File: src/rtl/cam_alloc_table_if.sv
// Request-side bundle of the CAM allocation table: alloc handshake, free and
// flush. The requester holds the master modport; the table holds the slave.

`ifndef ARCH_REGFILE_SIZE
`define ARCH_REGFILE_SIZE 32
`endif
`ifndef PHYS_REGFILE_SIZE
`define PHYS_REGFILE_SIZE 64
`endif

interface cam_alloc_table_if #(
    parameter int ARRAY_SIZE = `ARCH_REGFILE_SIZE,
    parameter int DATA_SIZE  = $clog2(`PHYS_REGFILE_SIZE)
);
    localparam int IDX_W = (ARRAY_SIZE > 1) ? $clog2(ARRAY_SIZE) : 1;

    logic                 alloc_req;
    logic [DATA_SIZE-1:0] alloc_data;
    logic                 alloc_gnt;
    logic [IDX_W-1:0]     alloc_idx;
    logic                 free_req;
    logic [IDX_W-1:0]     free_idx;
    logic                 flush;

    modport master (
        output alloc_req, alloc_data, free_req, free_idx, flush,
        input  alloc_gnt, alloc_idx
    );

    modport slave (
        input  alloc_req, alloc_data, free_req, free_idx, flush,
        output alloc_gnt, alloc_idx
    );
endinterface

File: src/rtl/cam_alloc_table.sv
// Allocation table in front of a CAM: hands out the lowest free entry, stores
// data there, invalidates single entries on free and all entries on flush.
// Entry data is never cleared except by reset, so the CAM always sees stable
// contents; only the valid bits change on free/flush.

`ifndef ARCH_REGFILE_SIZE
`define ARCH_REGFILE_SIZE 32
`endif
`ifndef PHYS_REGFILE_SIZE
`define PHYS_REGFILE_SIZE 64
`endif

module cam_alloc_table #(
    parameter  int ARRAY_SIZE = `ARCH_REGFILE_SIZE,
    parameter  int DATA_SIZE  = $clog2(`PHYS_REGFILE_SIZE),
    localparam int IDX_W      = (ARRAY_SIZE > 1) ? $clog2(ARRAY_SIZE) : 1,
    localparam int CNT_W      = $clog2(ARRAY_SIZE + 1)
) (
    input  logic                                clock,
    input  logic                                reset_n,
    cam_alloc_table_if.slave                    bus,
    output logic [ARRAY_SIZE-1:0][DATA_SIZE-1:0] array,
    output logic [ARRAY_SIZE-1:0]               array_valid,
    output logic [CNT_W-1:0]                    count,
    output logic                                full,
    output logic                                empty
);

    logic [IDX_W-1:0]      free_slot;
    logic                  slot_found;
    logic                  grant;
    logic                  free_hit;
    logic [ARRAY_SIZE-1:0] valid_next;
    logic [CNT_W-1:0]      count_next;

    // Priority-encode the lowest invalid entry from the registered valid bits.
    always_comb begin
        free_slot  = '0;
        slot_found = 1'b0;
        for (int i = 0; i < ARRAY_SIZE; i++) begin
            if (!slot_found && !array_valid[i]) begin
                free_slot  = IDX_W'(i);
                slot_found = 1'b1;
            end
        end
    end

    // Grant uses the registered full flag, so a same-cycle free cannot open a slot.
    assign grant    = reset_n & bus.alloc_req & ~full & ~bus.flush;
    assign free_hit = bus.free_req && (int'(bus.free_idx) < ARRAY_SIZE)
                      && array_valid[bus.free_idx];

    assign bus.alloc_gnt = grant;
    assign bus.alloc_idx = reset_n ? free_slot : '0;

    assign full  = (count == CNT_W'(ARRAY_SIZE));
    assign empty = (count == '0);

    // Next valid vector and count; the alloc slot is always invalid and the
    // freed slot always valid, so the two never collide and count stays in range.
    always_comb begin
        valid_next = array_valid;
        if (grant) begin
            valid_next[free_slot] = 1'b1;
        end
        if (free_hit) begin
            valid_next[bus.free_idx] = 1'b0;
        end
        count_next = count + CNT_W'(grant) - CNT_W'(free_hit);
    end

    // Table state: flush wins over alloc/free and leaves entry data untouched.
    always_ff @(posedge clock or negedge reset_n) begin
        if (!reset_n) begin
            array       <= '0;
            array_valid <= '0;
            count       <= '0;
        end else if (bus.flush) begin
            array_valid <= '0;
            count       <= '0;
        end else begin
            if (grant) begin
                array[free_slot] <= bus.alloc_data;
            end
            array_valid <= valid_next;
            count       <= count_next;
        end
    end

endmodule

File: src/flat_wrapper.sv
// flat-port wrapper written by rule: the top's interface ports become plain ports
module cam_alloc_table_flat 
#(
    parameter  int ARRAY_SIZE = `ARCH_REGFILE_SIZE,
    parameter  int DATA_SIZE  = $clog2(`PHYS_REGFILE_SIZE),
    localparam int IDX_W      = (ARRAY_SIZE > 1) ? $clog2(ARRAY_SIZE) : 1,
    localparam int CNT_W      = $clog2(ARRAY_SIZE + 1)
)
  (clock, reset_n, array, array_valid, count, full, empty, bus_alloc_req, bus_alloc_data, bus_free_req, bus_free_idx, bus_flush, bus_alloc_gnt, bus_alloc_idx);
  cam_alloc_table_if #(.ARRAY_SIZE(ARRAY_SIZE), .DATA_SIZE(DATA_SIZE)) bus_i ();
  input  logic clock;
  input  logic reset_n;
  output logic [ARRAY_SIZE-1:0][DATA_SIZE-1:0] array;
  output logic [ARRAY_SIZE-1:0] array_valid;
  output logic [CNT_W-1:0] count;
  output logic full;
  output logic empty;
  input wire logic [$bits(bus_i.alloc_req)-1:0] bus_alloc_req;
  input wire logic [$bits(bus_i.alloc_data)-1:0] bus_alloc_data;
  input wire logic [$bits(bus_i.free_req)-1:0] bus_free_req;
  input wire logic [$bits(bus_i.free_idx)-1:0] bus_free_idx;
  input wire logic [$bits(bus_i.flush)-1:0] bus_flush;
  output wire logic [$bits(bus_i.alloc_gnt)-1:0] bus_alloc_gnt;
  output wire logic [$bits(bus_i.alloc_idx)-1:0] bus_alloc_idx;
  assign bus_i.alloc_req = bus_alloc_req;
  assign bus_i.alloc_data = bus_alloc_data;
  assign bus_i.free_req = bus_free_req;
  assign bus_i.free_idx = bus_free_idx;
  assign bus_i.flush = bus_flush;
  assign bus_alloc_gnt = bus_i.alloc_gnt;
  assign bus_alloc_idx = bus_i.alloc_idx;
  cam_alloc_table #(.ARRAY_SIZE(ARRAY_SIZE), .DATA_SIZE(DATA_SIZE)) u_core (.clock(clock), .reset_n(reset_n), .bus(bus_i), .array(array), .array_valid(array_valid), .count(count), .full(full), .empty(empty));
endmodule
File: config.mk
export PLATFORM = sky130hd
export DESIGN_NAME = cam_alloc_table_flat
export DESIGN_NICKNAME = d
export VERILOG_FILES = /design/src/rtl/cam_alloc_table_if.sv /design/src/rtl/cam_alloc_table.sv /design/src/flat_wrapper.sv
export SDC_FILE = /design/constraint.sdc
export NUM_CORES = 1
export LEC_CHECK = 0
export CORE_AREA = 2 2 163 165
export CTS_CLUSTER_SIZE = 8
export DETAILED_ROUTE_END_ITERATION = 8
export DIE_AREA = 0 0 165 167
export PLACE_DENSITY = 0.67
export SLEW_MARGIN = 20
export SYNTH_ARGS = -nofsm -noshare
export SYNTH_HDL_FRONTEND = slang
export SYNTH_SLANG_ARGS = --single-unit
export TNS_END_PERCENT = 100
File: constraint.sdc
create_clock -name clock -period 4.6 [get_ports clock]
set_clock_uncertainty 0.2 [all_clocks]
set_input_delay 0.46 -clock clock [delete_from_list [all_inputs] [get_ports clock]]
set_output_delay 0.46 -clock clock [all_outputs]
set_load 0.02 [all_outputs]
Word level (Yosys, flattened, before mapping)
Cells that the tools add are included.
Operators by class
  $add $sub $neg: 2
  magnitude comparators: 4
  equal/unequal tests: 1
  multiplexer cells: 76
  bitwise operators: 8
  reduce and logical (&&, ||, !) cells: 97
Operators by type and width (count)
  bitwise mux 192 bit: 1
  2-to-1 mux 5 bit: 31
  2-to-1 mux 32 bit: 3
  zero test 1 bit: 61
  2-to-1 mux 1 bit: 35
  logical AND 1 bit: 34
  bitwise AND 32 bit: 1
  NOT 32 bit: 1
  OR 32 bit: 1
  demux 6 bit (select 5 bit): 1
  < comparator 5 x 6 -> 1 bit (second input constant): 2
  2-to-1 mux 6 bit: 2
  demux 1 bit (select 5 bit): 2
  greater-or-equal comparator 5 x 1 -> 1 bit (second input constant): 2
  adder 6 x 1 -> 6 bit: 1
  equality test 6 bit (second input constant): 1
  zero test 6 bit: 1
  subtractor 6 x 1 -> 6 bit: 1
  binary-select mux 1 bit (select 5 bit): 1
  bitwise AND 1 bit: 3
  NOT 1 bit: 2
  AND reduction 2 bit: 1
Word-level totals
  bits in registers: 230
  output and inout bits: 238
  word-level logic and storage cells: 222

Logic depth before layout (Yosys ltp)
  depth in word-level cells: 102
  mapped depth: 19

Worst setup path before layout
No wires, ideal clock.
  path kind: in2reg
  from: input port bus_free_idx[0]
  to: register u_core.count[4]
  setup time: 0.132 ns
  arrival time: 3.626 ns
  required time: 4.268 ns
  setup slack: 0.642 ns
  stages on the path: 18
  buffers on the path: 3
  cells stage by stage: clkbuf_1 -> mux4_2 -> a22oi_1 -> o22ai_1 -> a21o_1 -> a21oi_1 -> nor2b_1 -> clkbuf_1 -> clkbuf_1 -> ha_1 -> inv_1 -> ha_1 -> fa_1 -> a21oi_1 -> nor2_1 -> nor2_1 -> xor2_1 -> nor2_1
Between the ends
  cells in the longest elaborated chain, start to end: 5
RTL lines
  start, declared: line flat_wrapper.sv:21  | input wire logic [$bits(bus_i.free_idx)-1:0] bus_free_idx;
  binary-select mux 1 bit (select 5 bit): line cam_alloc_table.sv:51  | && array_valid[bus.free_idx];
  2-to-1 mux 1 bit (not written as such): line cam_alloc_table.sv:51
  logical AND 1 bit: line cam_alloc_table.sv:51
  subtractor 6 x 1 -> 6 bit: line cam_alloc_table.sv:69  | count_next = count + CNT_W'(grant) - CNT_W'(free_hit);
  2-to-1 mux 6 bit: line cam_alloc_table.sv:78  | end else if (bus.flush) begin
  end signal, assigned: line cam_alloc_table.sv:86  | count <= count_next;
  end, declared: line cam_alloc_table.sv:24  | output logic [CNT_W-1:0] count,
No other way between the ends. The select of a mux whose other input is x is not followed.
A chain may end at the register's enable or synchronous reset.

Worst setup path after layout
  from: register u_core.array_valid[1]
  to: output port bus_alloc_idx[1]
Between the ends
  cells in the longest elaborated chain, start to end: 94
RTL lines
  start, declared: line cam_alloc_table.sv:23  | output logic [ARRAY_SIZE-1:0] array_valid,
  start signal, assigned: line cam_alloc_table.sv:85  | array_valid <= valid_next;
  zero test 1 bit *: line cam_alloc_table.sv:41  | if (!slot_found && !array_valid[i]) begin
  logical AND 1 bit *: line cam_alloc_table.sv:41
  2-to-1 mux 1 bit *: line cam_alloc_table.sv:41
  zero test 1 bit: line cam_alloc_table.sv:41
  logical AND 1 bit: line cam_alloc_table.sv:41
  2-to-1 mux 1 bit: line cam_alloc_table.sv:41
  zero test 1 bit: line cam_alloc_table.sv:41
  logical AND 1 bit: line cam_alloc_table.sv:41
  (+78 left out)
  2-to-1 mux 1 bit: line cam_alloc_table.sv:41
  zero test 1 bit: line cam_alloc_table.sv:41
  logical AND 1 bit: line cam_alloc_table.sv:41
  2-to-1 mux 1 bit: line cam_alloc_table.sv:41
  zero test 1 bit: line cam_alloc_table.sv:41
  logical AND 1 bit: line cam_alloc_table.sv:41
  2-to-1 mux 5 bit *: line cam_alloc_table.sv:41
  2-to-1 mux 5 bit *: line cam_alloc_table.sv:54  | assign bus.alloc_idx = reset_n ? free_slot : '0;
  end, declared: line flat_wrapper.sv:24  | output wire logic [$bits(bus_i.alloc_idx)-1:0] bus_alloc_idx;
Mark *: on every way between the ends. The rest lies on a longest branch, timed or not.

==> impl_metrics.json <==
{
  "final.setup.worst_slack_ns": 0.5764,
  "ir_drop_mv": 0.2543,
  "syn_to_final_growth_pct": 38.08,
  "htree_levels": 2,
  "grt_max_degree": 70,
  "powerDensity_nw_per_um2": 356.7,
  "yosysTopAreaCell": "dfrtp_1",
  "async_flop_share_pct": 100.0,
  "post_cts_resize_count": 0,
  "synth_seq_cells": 230,
  "grt_overflow": 0,
  "critPathArrivalTime_ns": 3.36,
  "drive_gt1_share_pct": 26.97,
  "cp-endpoint": "bus_alloc_idx[1]",
  "port_buffers": 253,
  "tightestPinTransition_ns": 1.035,
  "place_congestion": 0.8999,
  "final_util_pct": 54.66,
  "cts_setup_buffers": 0,
  "dp_hpwl_um": 21920,
  "critical_path.startpoint": "u_core.array_valid[1]",
  "drtPass1Iterations": 4,
  "ys_types": 63,
  "core-area_um2": 25760,
  "crit_fanout": 12,
  "insertion_delay_ns": 0.52,
  "finalMaxSlewViolations": 0,
  "relSlewSlack_pct": 30.75,
  "hold_viol_final": 0,
  "clkTransAtPathRegs_ns": 0.06,
  "cts_tree": "done",
  "avgSynthCellArea_um2": 13.23,
  "maxCapViolations": 0,
  "synth_cells": 771,
  "r2r-end": "u_core.array[172]",
  "p_leak_nw": 6.467,
  "final_area_um2": 14080,
  "antenna_left": 0,
  "grt_pass1_vias": 7785,
  "antenna_found_initial": 0,
  "cts_max_path_buffers": 3,
  "dieArea_um2": 27560,
  "synth_edf_count": 0,
  "netlist_top_cells_count": "230 x dfrtp_1, 179 x mux2_2, 39 x clkbuf_1",
  "dpl_worst_slack_ns": 0.4115,
  "root_buffer": "clkbuf_16",
  "cts.sinks": 230,
  "die_h_um": 167,
  "n_antenna_cell": 0,
  "vias": 7578,
  "layout.nets": 1065,
  "vias_per_cell": 5.503,
  "ios": 254,
  "fill_cells": 2209,
  "rsz0062_at_grt": "false",
  "multi_input_area_um2": 4138,
  "synth_top_area_share_pct": 56.43,
  "setup_violations": 0,
  "finalNonFillerCells": 1377,
  "required_ns": 3.94,
  "place_area_um2": 13160,
  "fmax_ghz": 0.2485,
  "regArea_um2": 5756,
  "min_period_over_period_pct": 87.47,
  "ys_top_cells_by_area": "dfrtp_1 56%, mux2_2 20%, mux2_1 1.5%",
  "tns_ns": 0,
  "ys.flop_type": "dfrtp_1",
  "start_util_pct": 39.59,
  "drtIter0Drc": 617,
  "synth_fp_nets": 797,
  "gr-usage-all-layers_pct": 22.80,
  "critPathCaptureType": "output pin",
  "worst_setup_path_start_kind": "register",
  "min_path_cells": 1,
  "grt_pass1_wl_um": 48070,
  "fin_crit_ns": 4.024,
  "wl_um": 31370,
  "dieWidth_um": 165,
  "rows": 59,
  "worstHoldPathType": "register to register",
  "status": "finished, final reports clean",
  "route.detailed.drc": 0,
  "placed_cells": 1337,
  "cts_buffers": 34,
  "ys_seq_area_share_pct": 56.43,
  "timing.reg2reg.worst_path_depth": 8,
  "p_total_mw": 5.023,
  "yosys_warnings": 0,
  "syn-cell-area_um2": 10200,
  "hold_ws_ns": 0.2923,
  "wire_per_inst_um": 22.78,
  "worstSetupPathType": "register to output pin",
  "worst-r2r-setup-slack_ns": 0.60,
  "yosysMostFrequentCell": "dfrtp_1",
  "rr_startpoint": "u_core.array_valid[1]"
}
[worst min path at each step]
stage / start / endpoint / slack [ns]
6_report: u_core.array[112] / u_core.array[112] / 0.29
4_1_cts: u_core.array[112] / u_core.array[112] / 0.30
2_1_floorplan: reset_n / u_core.array[0] / -0.04
3_3_place_gp: u_core.array[11] / u_core.array[11] / 0.27
3_5_place_dp: u_core.array[113] / u_core.array[113] / 0.28
5_1_grt: u_core.array[112] / u_core.array[112] / 0.31
[layout make-up]
cell class | count | area share, %
flip-flops and latches | 230 | 40.87
multi-input cells | 466 | 29.38
repair buffers | 284 | 19.69
clock buffers | 37 | 6.272
well taps | 335 | 2.976
inverters | 23 | 0.6130
clock inverters | 2 | 0.2043
[report_power, final]
part / leakage, nW / total, mW / switching (mW) / internal, mW
clock: 0.448 / 2.22 / 0.870 / 1.35
sequential: 3.18 / 2.14 / 0.0437 / 2.10
combinational: 2.84 / 0.662 / 0.377 / 0.285
total: 6.47 / 5.02 / 1.29 / 3.73
[kinds of logic after synthesis]
kind of cell / synth area share, %
muxes: 23.15
buffers and inverters: 3.054
adders and majority gates: 1.300
xor gates and xnor gates: 0.3435
DFF: 56.43
AOI/OAI and AO/OA: 6.428
and+or+nand+nor: 9.298
[placed cells by master, fill, tap and decap left out, drive strengths merged, types with 6 or more instances in the layout]
cell type      synthesis  layout
a21oi                 14      14
a22oi                 11      11
a31oi                 19      19
a32oi                 12      12
and3                   6       6
buf                   13      31
clkbuf                39      37
clkdlybuf4s50          0     252
dfrtp                230     230
ha                     9       9
inv                   22      24
mux2                 199     199
nand2                 31      31
nand3                  9       9
nand4                 15      15
nor2                  26      26
nor2b                 12      12
nor3                  21      21
nor4                   6       6
or3                    7       7
[worst max-delay path: stages, from the launching register on]
cell and delay [ns]:
dfrtp_1 0.49, nand4_2 0.23, nor4_1 0.08, buf_4 0.18, a32o_1 0.23, nor3_2 0.70
nand2b_1 0.15, and2_1 0.20, clkdlybuf4s50_1 0.57
[what timing repair did]
action                                  4_1_cts  5_1_grt
endpoints found under the setup margin        0        0
endpoints found under the hold margin        58        0
hold buffers                                  1        0
[state kept, by name (all words and copies together) (netlist names)]
signal / flops
u_core.array: 192
u_core.array_valid: 32
u_core.count: 6
[layer usage]
| layer | global-route usage (%) | part of all wire, % |
|---|---|---|
| met5 | 0 | 0 |
| met4 | 6.692 | 2.6 |
| met3 | 7.372 | 8.8 |
| met2 | 35.29 | 46 |
| met1 | 30.60 | 42 |
Power figures use the tool's default switching activity.
==> RTL change: new RTL, same settings <==
Change the macro `ARCH_REGFILE_SIZE` from 32 to 16.
--- a/src/rtl/cam_alloc_table_if.sv
+++ b/src/rtl/cam_alloc_table_if.sv
@@ -2,7 +2,7 @@
 // flush. The requester holds the master modport; the table holds the slave.
 
 `ifndef ARCH_REGFILE_SIZE
-`define ARCH_REGFILE_SIZE 32
+`define ARCH_REGFILE_SIZE 16
 `endif
 `ifndef PHYS_REGFILE_SIZE
 `define PHYS_REGFILE_SIZE 64
Ports: changed (5 resized); port bits go from 254 to 139. The function was not compared with the original's and may differ.
==> RTL change against the unedited design <==
Routed wire length fell by 50%; final area fell by 47%; total power fell by 45%; synthesized area fell by 49%; sequential cell count fell by 113; setup slack improved by 140 ps; global-route usage fell by 11 points; cell count fell by 38%; count of clock-buffer cells in the layout fell by 18; critical path depth rose by 4; clock power fell by 43%; critical endpoint is now u_core.count[4]; die area did not move; register-to-register slack improved by 490 ps; synthesized cell count fell by 53%.
==> RTL change: results (changes against the unedited design) <==
Parameter                              Value

Outcome
  Run status ... completed (unchanged)

Yosys
  Cells after synthesis ... 360 (was 771)
  Biggest area contributors in the synthesized netlist ... dfrtp_1, mux2_2, mux4_2, a221oi_1, mux2_4 (was dfrtp_1, mux2_2, mux2_1, clkbuf_1, a31oi_1)
  Sequential fraction of the synthesis area ... 56.6% (was 56.4%)
  Top cells by count, synth ... dfrtp_1, mux2_2, inv_1, a221oi_1, clkbuf_1 (was dfrtp_1, mux2_2, clkbuf_1, nand2_1, nor2_1)
  Synth Area in Adders ... 1.84% (was 1.30%)

Critical path
  Critical Path AT ... 4010 ps (was 3360 ps)
  Endpoint of the lowest-slack register-to-register path ... u_core.count[4] (was u_core.array[172])
  Largest fanout on the critical path ... 8 (was 12)
  CP max stage cell ... clkdlybuf4s50_1 (was nor3_2)
  Kind of cell adding the most delay to the critical path ... multiplexers (was simple AND/OR/NAND/NOR gates)
  Launch instance of the worst register-to-register path ... u_core.array_valid[7] (was u_core.array_valid[1])

Routing
  Iteration-0 DRC Markers ... 159 (was 617)
  WL/cell ... 18.6 microns (was 22.8 microns)
  Post-detailed-route via-to-cell ratio ... 4.20 (was 5.50)

Clock tree
  Total clock buffers created by CTS ... 17 (was 34)
  Clock insertion delay at the later pin of the skew report ... 410 ps (was 520 ps)
  Clk buf depth ... 2 (was 3)
  Number of levels in the clock H-tree ... 4 (was 2)

Global route
  Maximum number of pins on one net before global-route repair ... 122 (was 70)
  First-pass GRT wire length ... 24.2 mm (was 48.1 mm)
  Vias in the first global route ... 3,784 (was 7,785)

Power
  Leakage power figure ... 3.29 nW (was 6.47 nW)
  Net switching component of the power ... 0.000732 W (was 0.00129 W)
  Net switching fraction of the power ... 26.6% (was 25.7%)
  Combinational power ... 0.000371 W (was 0.000662 W)
  Maximum vdd drop ... 0.000232 V (was 0.000254 V)

Layout
  Share of final-layout standard cells stronger than drive strength 1 ... 29.6% (was 27.0%)
  Post-layout nets ... 526 (was 1,065)

Placement
  Post-DP Area ... 0.00692 sq mm (was 0.0132 sq mm)
  Worst-case setup slack after placement ... 288 ps (was 412 ps)
  Half-perimeter wire length of the detailed placement result ... 11.4 mm (was 21.9 mm)

Worst hold path
  Type of the worst min-delay path ... in -> async (was reg -> reg)
RTL change: how the worst max path moves through the flow:
stage,slack [ps],to,from
after floorplan,900,u_core.count[4],bus_free_idx[0]
after global placement,400,u_core.count[4],bus_free_idx[0]
after detailed placement,290,u_core.count[4],bus_free_idx[0]
after CTS,720,u_core.count[4],bus_free_idx[0]
after global routing,540,u_core.count[4],bus_free_idx[0]
final,720,u_core.count[4],bus_free_idx[0]
RTL change: per-layer routing:
metal  up-vias  part of all wire [%]  global-route usage [%]
met2       112                    49                    19.3
li1       1612                     -                       -
met4         0                   1.1                    3.55
met5         -                     0                       0
met3        15                   6.4                    4.33
met1      1837                    43                    15.1
RTL change: final cells by class:
class	count	area [sq um]	share of cell area (%)
clock inverters	13	125	1.67
clock buffers	19	443	5.92
multi-input cells	209	2090	27.9
flip-flops and latches	117	2930	39.1
repair buffers	140	1410	18.8
inverters	19	71.3	0.953
well taps	335	419	5.60
